`src/rtl/riscv_mem_arbiter_if.sv`:
```
// Fetch port, data port and single-port RAM port of the memory arbiter bundled as one interface.
// slave = arbiter view, master = core/RAM environment view.
interface riscv_mem_arbiter_if;
  logic        if_req;
  logic [31:0] if_addr;
  logic        if_gnt;
  logic        if_rvalid;
  logic [31:0] if_rdata;

  logic        d_req;
  logic        d_we;
  logic [31:0] d_addr;
  logic [31:0] d_wdata;
  logic        d_gnt;
  logic        d_rvalid;
  logic [31:0] d_rdata;

  logic        mem_en;
  logic        mem_we;
  logic [31:0] mem_addr;
  logic [31:0] mem_wdata;
  logic [31:0] mem_rdata;

  modport slave (
    input  if_req, if_addr, d_req, d_we, d_addr, d_wdata, mem_rdata,
    output if_gnt, if_rvalid, if_rdata, d_gnt, d_rvalid, d_rdata,
    output mem_en, mem_we, mem_addr, mem_wdata
  );

  modport master (
    output if_req, if_addr, d_req, d_we, d_addr, d_wdata, mem_rdata,
    input  if_gnt, if_rvalid, if_rdata, d_gnt, d_rvalid, d_rdata,
    input  mem_en, mem_we, mem_addr, mem_wdata
  );
endinterface

```
`src/rtl/riscv_mem_arbiter.sv`:
```
// Fetch/data arbiter onto one single-port RAM: combinational grant, read data 1 cycle after grant.
// No request buffer: the loser holds its request; fetch is forced through after STARVE_MAX data grants.
module riscv_mem_arbiter #(
  parameter int STARVE_MAX = 4
) (
  input logic                clk,
  input logic                x_reset,
  riscv_mem_arbiter_if.slave bus
);
  localparam int            CW      = (STARVE_MAX < 1) ? 1 : $clog2(STARVE_MAX + 1);
  localparam logic [CW-1:0] CNT_MAX = CW'(STARVE_MAX);

  typedef enum logic [1:0] {
    OWN_NONE = 2'd0,
    OWN_IF   = 2'd1,
    OWN_D    = 2'd2
  } own_e;

  own_e          rsp_own, rsp_own_nxt;
  logic [CW-1:0] starve_cnt, starve_cnt_nxt;
  logic          grant_if, grant_d;

  always_ff @(posedge clk or negedge x_reset) begin
    if (!x_reset) begin
      rsp_own    <= OWN_NONE;
      starve_cnt <= '0;
    end else begin
      rsp_own    <= rsp_own_nxt;
      starve_cnt <= starve_cnt_nxt;
    end
  end

  always_comb begin
    grant_if       = 1'b0;
    grant_d        = 1'b0;
    starve_cnt_nxt = '0;
    rsp_own_nxt    = OWN_NONE;

    // Data normally wins; once the pending fetch has lost STARVE_MAX times it takes the slot.
    if (bus.d_req && !(bus.if_req && starve_cnt == CNT_MAX)) begin
      grant_d = 1'b1;
    end else if (bus.if_req) begin
      grant_if = 1'b1;
    end

    if (grant_d && bus.if_req) begin
      starve_cnt_nxt = (starve_cnt == CNT_MAX) ? starve_cnt : starve_cnt + CW'(1);
    end

    if (grant_if) begin
      rsp_own_nxt = OWN_IF;
    end else if (grant_d && !bus.d_we) begin
      rsp_own_nxt = OWN_D;
    end
  end

  assign bus.if_gnt    = grant_if;
  assign bus.d_gnt     = grant_d;
  assign bus.mem_en    = grant_if | grant_d;
  assign bus.mem_we    = grant_d & bus.d_we;
  assign bus.mem_addr  = grant_d ? bus.d_addr : (grant_if ? bus.if_addr : 32'h0);
  assign bus.mem_wdata = grant_d ? bus.d_wdata : 32'h0;

  assign bus.if_rvalid = (rsp_own == OWN_IF);
  assign bus.d_rvalid  = (rsp_own == OWN_D);
  assign bus.if_rdata  = bus.if_rvalid ? bus.mem_rdata : 32'h0;
  assign bus.d_rdata   = bus.d_rvalid ? bus.mem_rdata : 32'h0;
endmodule

```
`src/flat_wrapper.sv`:
```
// flat-port wrapper written by rule: the top's interface ports become plain ports
module riscv_mem_arbiter_flat 
#(
  parameter int STARVE_MAX = 4
)
  (clk, x_reset, bus_if_req, bus_if_addr, bus_d_req, bus_d_we, bus_d_addr, bus_d_wdata, bus_mem_rdata, bus_if_gnt, bus_if_rvalid, bus_if_rdata, bus_d_gnt, bus_d_rvalid, bus_d_rdata, bus_mem_en, bus_mem_we, bus_mem_addr, bus_mem_wdata);
  riscv_mem_arbiter_if bus_i ();
  input logic clk;
  input logic x_reset;
  input wire logic [$bits(bus_i.if_req)-1:0] bus_if_req;
  input wire logic [$bits(bus_i.if_addr)-1:0] bus_if_addr;
  input wire logic [$bits(bus_i.d_req)-1:0] bus_d_req;
  input wire logic [$bits(bus_i.d_we)-1:0] bus_d_we;
  input wire logic [$bits(bus_i.d_addr)-1:0] bus_d_addr;
  input wire logic [$bits(bus_i.d_wdata)-1:0] bus_d_wdata;
  input wire logic [$bits(bus_i.mem_rdata)-1:0] bus_mem_rdata;
  output wire logic [$bits(bus_i.if_gnt)-1:0] bus_if_gnt;
  output wire logic [$bits(bus_i.if_rvalid)-1:0] bus_if_rvalid;
  output wire logic [$bits(bus_i.if_rdata)-1:0] bus_if_rdata;
  output wire logic [$bits(bus_i.d_gnt)-1:0] bus_d_gnt;
  output wire logic [$bits(bus_i.d_rvalid)-1:0] bus_d_rvalid;
  output wire logic [$bits(bus_i.d_rdata)-1:0] bus_d_rdata;
  output wire logic [$bits(bus_i.mem_en)-1:0] bus_mem_en;
  output wire logic [$bits(bus_i.mem_we)-1:0] bus_mem_we;
  output wire logic [$bits(bus_i.mem_addr)-1:0] bus_mem_addr;
  output wire logic [$bits(bus_i.mem_wdata)-1:0] bus_mem_wdata;
  assign bus_i.if_req = bus_if_req;
  assign bus_i.if_addr = bus_if_addr;
  assign bus_i.d_req = bus_d_req;
  assign bus_i.d_we = bus_d_we;
  assign bus_i.d_addr = bus_d_addr;
  assign bus_i.d_wdata = bus_d_wdata;
  assign bus_i.mem_rdata = bus_mem_rdata;
  assign bus_if_gnt = bus_i.if_gnt;
  assign bus_if_rvalid = bus_i.if_rvalid;
  assign bus_if_rdata = bus_i.if_rdata;
  assign bus_d_gnt = bus_i.d_gnt;
  assign bus_d_rvalid = bus_i.d_rvalid;
  assign bus_d_rdata = bus_i.d_rdata;
  assign bus_mem_en = bus_i.mem_en;
  assign bus_mem_we = bus_i.mem_we;
  assign bus_mem_addr = bus_i.mem_addr;
  assign bus_mem_wdata = bus_i.mem_wdata;
  riscv_mem_arbiter #(.STARVE_MAX(STARVE_MAX)) u_core (.clk(clk), .x_reset(x_reset), .bus(bus_i));
endmodule
```
`config.mk`:
```
export PLATFORM = sky130hd
export DESIGN_NAME = riscv_mem_arbiter_flat
export DESIGN_NICKNAME = d
export VERILOG_FILES = /design/src/rtl/riscv_mem_arbiter_if.sv /design/src/rtl/riscv_mem_arbiter.sv /design/src/flat_wrapper.sv
export SDC_FILE = /design/constraint.sdc
export NUM_CORES = 1
export LEC_CHECK = 0
export CAP_MARGIN = 0
export CORE_AREA = 2 2 104 106
export CTS_BUF_LIST = sky130_fd_sc_hd__clkbuf_16
export DETAILED_ROUTE_END_ITERATION = 10
export DIE_AREA = 0 0 106 108
export HOLD_SLACK_MARGIN = 0.15
export PLACE_DENSITY = 0.67
export SLEW_MARGIN = 10
export SYNTH_ARGS = -nofsm -noshare
export SYNTH_HDL_FRONTEND = slang
export SYNTH_SLANG_ARGS = --single-unit
```
`constraint.sdc`:
```
create_clock -name clk -period 4.3 [get_ports clk]
set_input_delay 0.645 -clock clk [delete_from_list [all_inputs] [get_ports clk]]
set_output_delay 0.645 -clock clk [all_outputs]
set_load 0.02 [all_outputs]
```
# Word level (Yosys, flattened, before mapping)

Cells that the tools add are included.

Flip-flop bits (word level): 5
Input bits: 133
Output and inout port bits: 134
Word-level logic and storage cells: 27

$add $sub $neg: 1
Equal/unequal tests: 4
Mux-type cells: 12
Bitwise logic cells: 2
Reductions and logical operators: 6

Operators by type and width:

| kind                                          | count |
|---|---|
| two-way mux 32 bit                            | 5 |
| two-way mux 3 bit                             | 2 |
| logical AND 1 bit                             | 4 |
| two-way mux 2 bit                             | 2 |
| adder 3 x 1 -> 3 bit, second input constant   | 1 |
| == test 3 bit, second input constant          | 1 |
| two-way mux 1 bit                             | 3 |
| == test 2 x 1 -> 1 bit, second input constant | 1 |
| == test 2 bit, second input constant          | 1 |
| zero test 1 bit                               | 2 |
| != test 2 bit, second input constant          | 1 |
| bitwise AND 1 bit                             | 1 |
| bitwise OR 1 bit                              | 1 |

# Depth between registers and ports, before layout

Word-level depth: 8
Gate-level depth with buffers: 6
Gate-level depth less buffers: 4

# Worst setup path before layout

No wires, ideal clock.

Kind: input -> output
Start: input bus_if_req
End: output bus_mem_addr[10]
Arrival time: 1.514 ns
Required time: 3.655 ns
Setup slack: 2.141 ns
Cell stages on the path: 4
Buffers on the path: 2
Cell sequence: buf_2 > clkbuf_1 > nand2_1 > o22ai_1

Word-level cells in the longest chain between the ends: 6
Elaborated cells on any way between the ends: 8
Classes of those cells: mux (5); reduce/logical (3)

Ends and longest elaborated chain:

| item                 | line                    | RTL |
|---|---|---|
| start, declared      | flat_wrapper.sv:10      | `input wire logic [$bits(bus_i.if_req)-1:0] bus_if_req;` |
| logical AND 1 bit    | riscv_mem_arbiter.sv:40 | `if (bus.d_req && !(bus.if_req && starve_cnt == CNT_MAX)) begin` |
| zero test 1 bit      | riscv_mem_arbiter.sv:40 |  |
| logical AND 1 bit    | riscv_mem_arbiter.sv:40 |  |
| two-way mux 1 bit    | riscv_mem_arbiter.sv:40 |  |
| two-way mux 32 bit   | riscv_mem_arbiter.sv:61 | `assign bus.mem_addr = grant_d ? bus.d_addr : (grant_if ? bus.if_addr : 32'h0);` |
| two-way mux 32 bit * | riscv_mem_arbiter.sv:61 |  |
| end, declared        | flat_wrapper.sv:25      | `output wire logic [$bits(bus_i.mem_addr)-1:0] bus_mem_addr;` |

Every way passes the cells marked *; elsewhere a longest branch is shown, timed or not.

# Worst setup path after layout

Start: input bus_if_req
End: output bus_mem_wdata[4]

Word-level cells in the longest chain between the ends: 5

Ends and longest elaborated chain:

| item               | line                    | RTL |
|---|---|---|
| logical AND 1 bit  | riscv_mem_arbiter.sv:40 |  |
| zero test 1 bit    | riscv_mem_arbiter.sv:40 |  |
| logical AND 1 bit  | riscv_mem_arbiter.sv:40 |  |
| two-way mux 1 bit  | riscv_mem_arbiter.sv:40 |  |
| two-way mux 32 bit | riscv_mem_arbiter.sv:62 | `assign bus.mem_wdata = grant_d ? bus.d_wdata : 32'h0;` |
| end, declared      | flat_wrapper.sv:26      | `output wire logic [$bits(bus_i.mem_wdata)-1:0] bus_mem_wdata;` |

No other way between the ends.

==> qor.yml <==
outcome:
  status: "finished clean"
die:
  start_util_pct: 14.27
  die-area_um2: 11450
  die_y_um: 108
  std_cell_rows: 37
  die_w_um: 106
  io_pins: 267
  core_area_um2: 10230
worst_setup_path:
  critPathCaptureType: "primary output"
  crit_type: "primary input to primary output"
  crit_required_ns: 3.65
  reg2reg_slack_ns: 2.75
  start_kind: "primary input"
  setup.worst_path.start: "bus_if_req"
  crit_fanout: 34
  arrival_ns: 2.97
  worst-r2r-cell-count: 4
  crit_end: "bus_mem_wdata[4]"
  worstReg2RegStart: "u_core.starve_cnt[0]"
  r2r_end: "u_core.rsp_own[0]"
placed_design:
  port_buffers: 266
  globalplace.congestion: 0.8035
  place_area_um2: 4200
  dpl.hpwl_um: 6913
layout:
  layout-drive-gt1-share_pct: 3.030
  mostFrequentLayoutCells: "clkdlybuf4s50_1, nand2_1, and2_1, and3_1, o22ai_1"
  fillers: 1033
  final_common_cell: "clkdlybuf4s50_1"
  finish.utilization_pct: 41.82
  syn2layout_area_growth_pct: 193.1
  fin_nets: 631
  n_antenna_cell: 0
  fin_area_um2: 4279
pwr:
  total_power_w: 0.0006204
  leakage_nw: 1.737
  power.density_nw_per_um2: 145.0
  vdd_ir_drop_max_v: 0.00009664
grt:
  gr-total-overflow: 0
  grt_antenna_before_repair: 0
  grt_pass1_wl_um: 12160
  grt_usage_pct: 12.77
  grt_pass1_vias: 2475
  grt_max_degree: 71
synthesis:
  yosysSeqAreaShare_pct: 8.569
  synth.avg_cell_area_um2: 5.936
  synth-seq-cells: 5
  netlist_area_um2: 1460
  syn_inst: 246
  syn-num-nets: 381
  yosys_warnings: 0
  ys_types: 20
detailed_routing:
  detail-route-antenna-nets: 0
  vias: 2608
  first_pass_iters: 4
  drc: 0
  wl_per_cell_um: 13.27
  via_per_inst: 4.133
  drt_iter0_drc: 86
  wl_um: 8373
clock_network:
  clock_sinks: 5
  postCtsSetupRepairBufs: 0
  clkTransAtPathRegs_ns: 0.03
  cts_resized: 0
  cts_buffers: 3
  htree_levels: 1
  cts_tree: "built"
  ctsHoldBuffers: 0
  clock-root-buffer: "clkbuf_16"
  clockBufferDepth: 2
  clk-insertion-delay-late_ns: 0.22
timing:
  rsz0062_at_grt: "no"
  fin_skew_ns: 0.0009571
  post-route-period-util_pct: 84.04
  setup_violations: 0
  slew_headroom_pct: 57.14
  worstMarginPinSlew_ns: 0.6392
  hold_violations: 0
  finalSetupTns_ns: 0
  slew_viol_final: 0
  period_needed_ns: 3.614
  fmax_mhz: 276.7
run:
  max_cap_viol_count: 0
min_path:
  hold_class: "register to register"
==> through the flow <==
stage	setup slack (ns)	std cells	hold WS (ns)
after floorplan	2.141	246	0.3494
after global placement	0.7437	627	0.4596
after detailed placement	0.7010	627	0.4678
after CTS	0.6902	631	0.4726
after global routing	0.5046	631	0.4876
final	0.6863	631	0.4713
==> sequential cells by signal, indices dropped and copies added (netlist names) <==
name               flops
u_core.starve_cnt      3
u_core.rsp_own         2
==> Yosys cell counts <==
cell / instances / area, µm²
and2_1: 65 / 406.6
or3b_1: 1 / 8.760
nor3b_2: 1 / 12.51
a21boi_2: 1 / 11.26
dfrtp_1: 5 / 125.1
and3_1: 34 / 212.7
nand2b_1: 1 / 6.260
or2_2: 1 / 6.260
clkbuf_1: 15 / 56.30
nand3_2: 1 / 10.01
inv_1: 2 / 7.510
a21oi_1: 1 / 5.000
buf_2: 10 / 50.05
nand2_1: 66 / 247.7
nor3b_1: 1 / 7.510
buf_6: 3 / 33.78
and4_1: 1 / 8.760
ha_1: 2 / 25.02
o22ai_1: 32 / 200.2
nor2b_1: 3 / 18.77
==> power breakdown <==
group | switching (W) | internal (W) | total [W]
combinational | 0.000175 | 0.000246 | 0.000421
sequential | 0.00000114 | 0.0000492 | 0.0000503
clock | 0.0000287 | 0.000120 | 0.000149
==> final cells by class <==
class | count | area [µm²] | share of cell area [%]
multi-input cells | 211 | 1187 | 27.75
flip-flops and latches | 5 | 125.1 | 2.924
well taps | 136 | 170.2 | 3.977
clock buffers | 3 | 75.07 | 1.754
inverters | 2 | 7.507 | 0.1754
repair buffers | 273 | 2710 | 63.33
clock inverters | 1 | 3.754 | 0.08772
==> worst max-delay path, cell delays in order <==
cell and delay, ns:
clkdlybuf4s50_1 0.82, nand3_2 0.55, and3_1 0.40, clkdlybuf4s50_1 0.55
==> how the worst min path moves through the flow <==
| stage | from | to | slack [ns] | cells after the start |
|---|---|---|---|---|
| after floorplan | x_reset | u_core.rsp_own[0] | 0.35 | 0 |
| after global placement | u_core.starve_cnt[0] | u_core.starve_cnt[0] | 0.46 | 1 |
| after detailed placement | u_core.starve_cnt[0] | u_core.starve_cnt[0] | 0.47 | 1 |
| after CTS | u_core.starve_cnt[0] | u_core.starve_cnt[0] | 0.47 | 1 |
| after global routing | u_core.starve_cnt[0] | u_core.starve_cnt[0] | 0.49 | 1 |
| final | u_core.starve_cnt[0] | u_core.starve_cnt[0] | 0.47 | 1 |
==> per-layer routing <==
metal	vias to the layer above	GRT usage, %	share of wire [%]
met5	-	0	0
met4	0	1.880	0.98
met3	6	3.315	8.7
met2	139	25.07	53
met1	1142	14.02	37
li1	1321	-	-
==> cell families after synthesis <==
group	synth area share (%)
AND/OR/NAND/NOR	64.78
AO/OA/AOI/OAI	14.82
buffers and inverters	10.11
flip-flops	8.569
adder cells (fa/ha/maj)	1.714
Power figures use the tool's default switching activity.
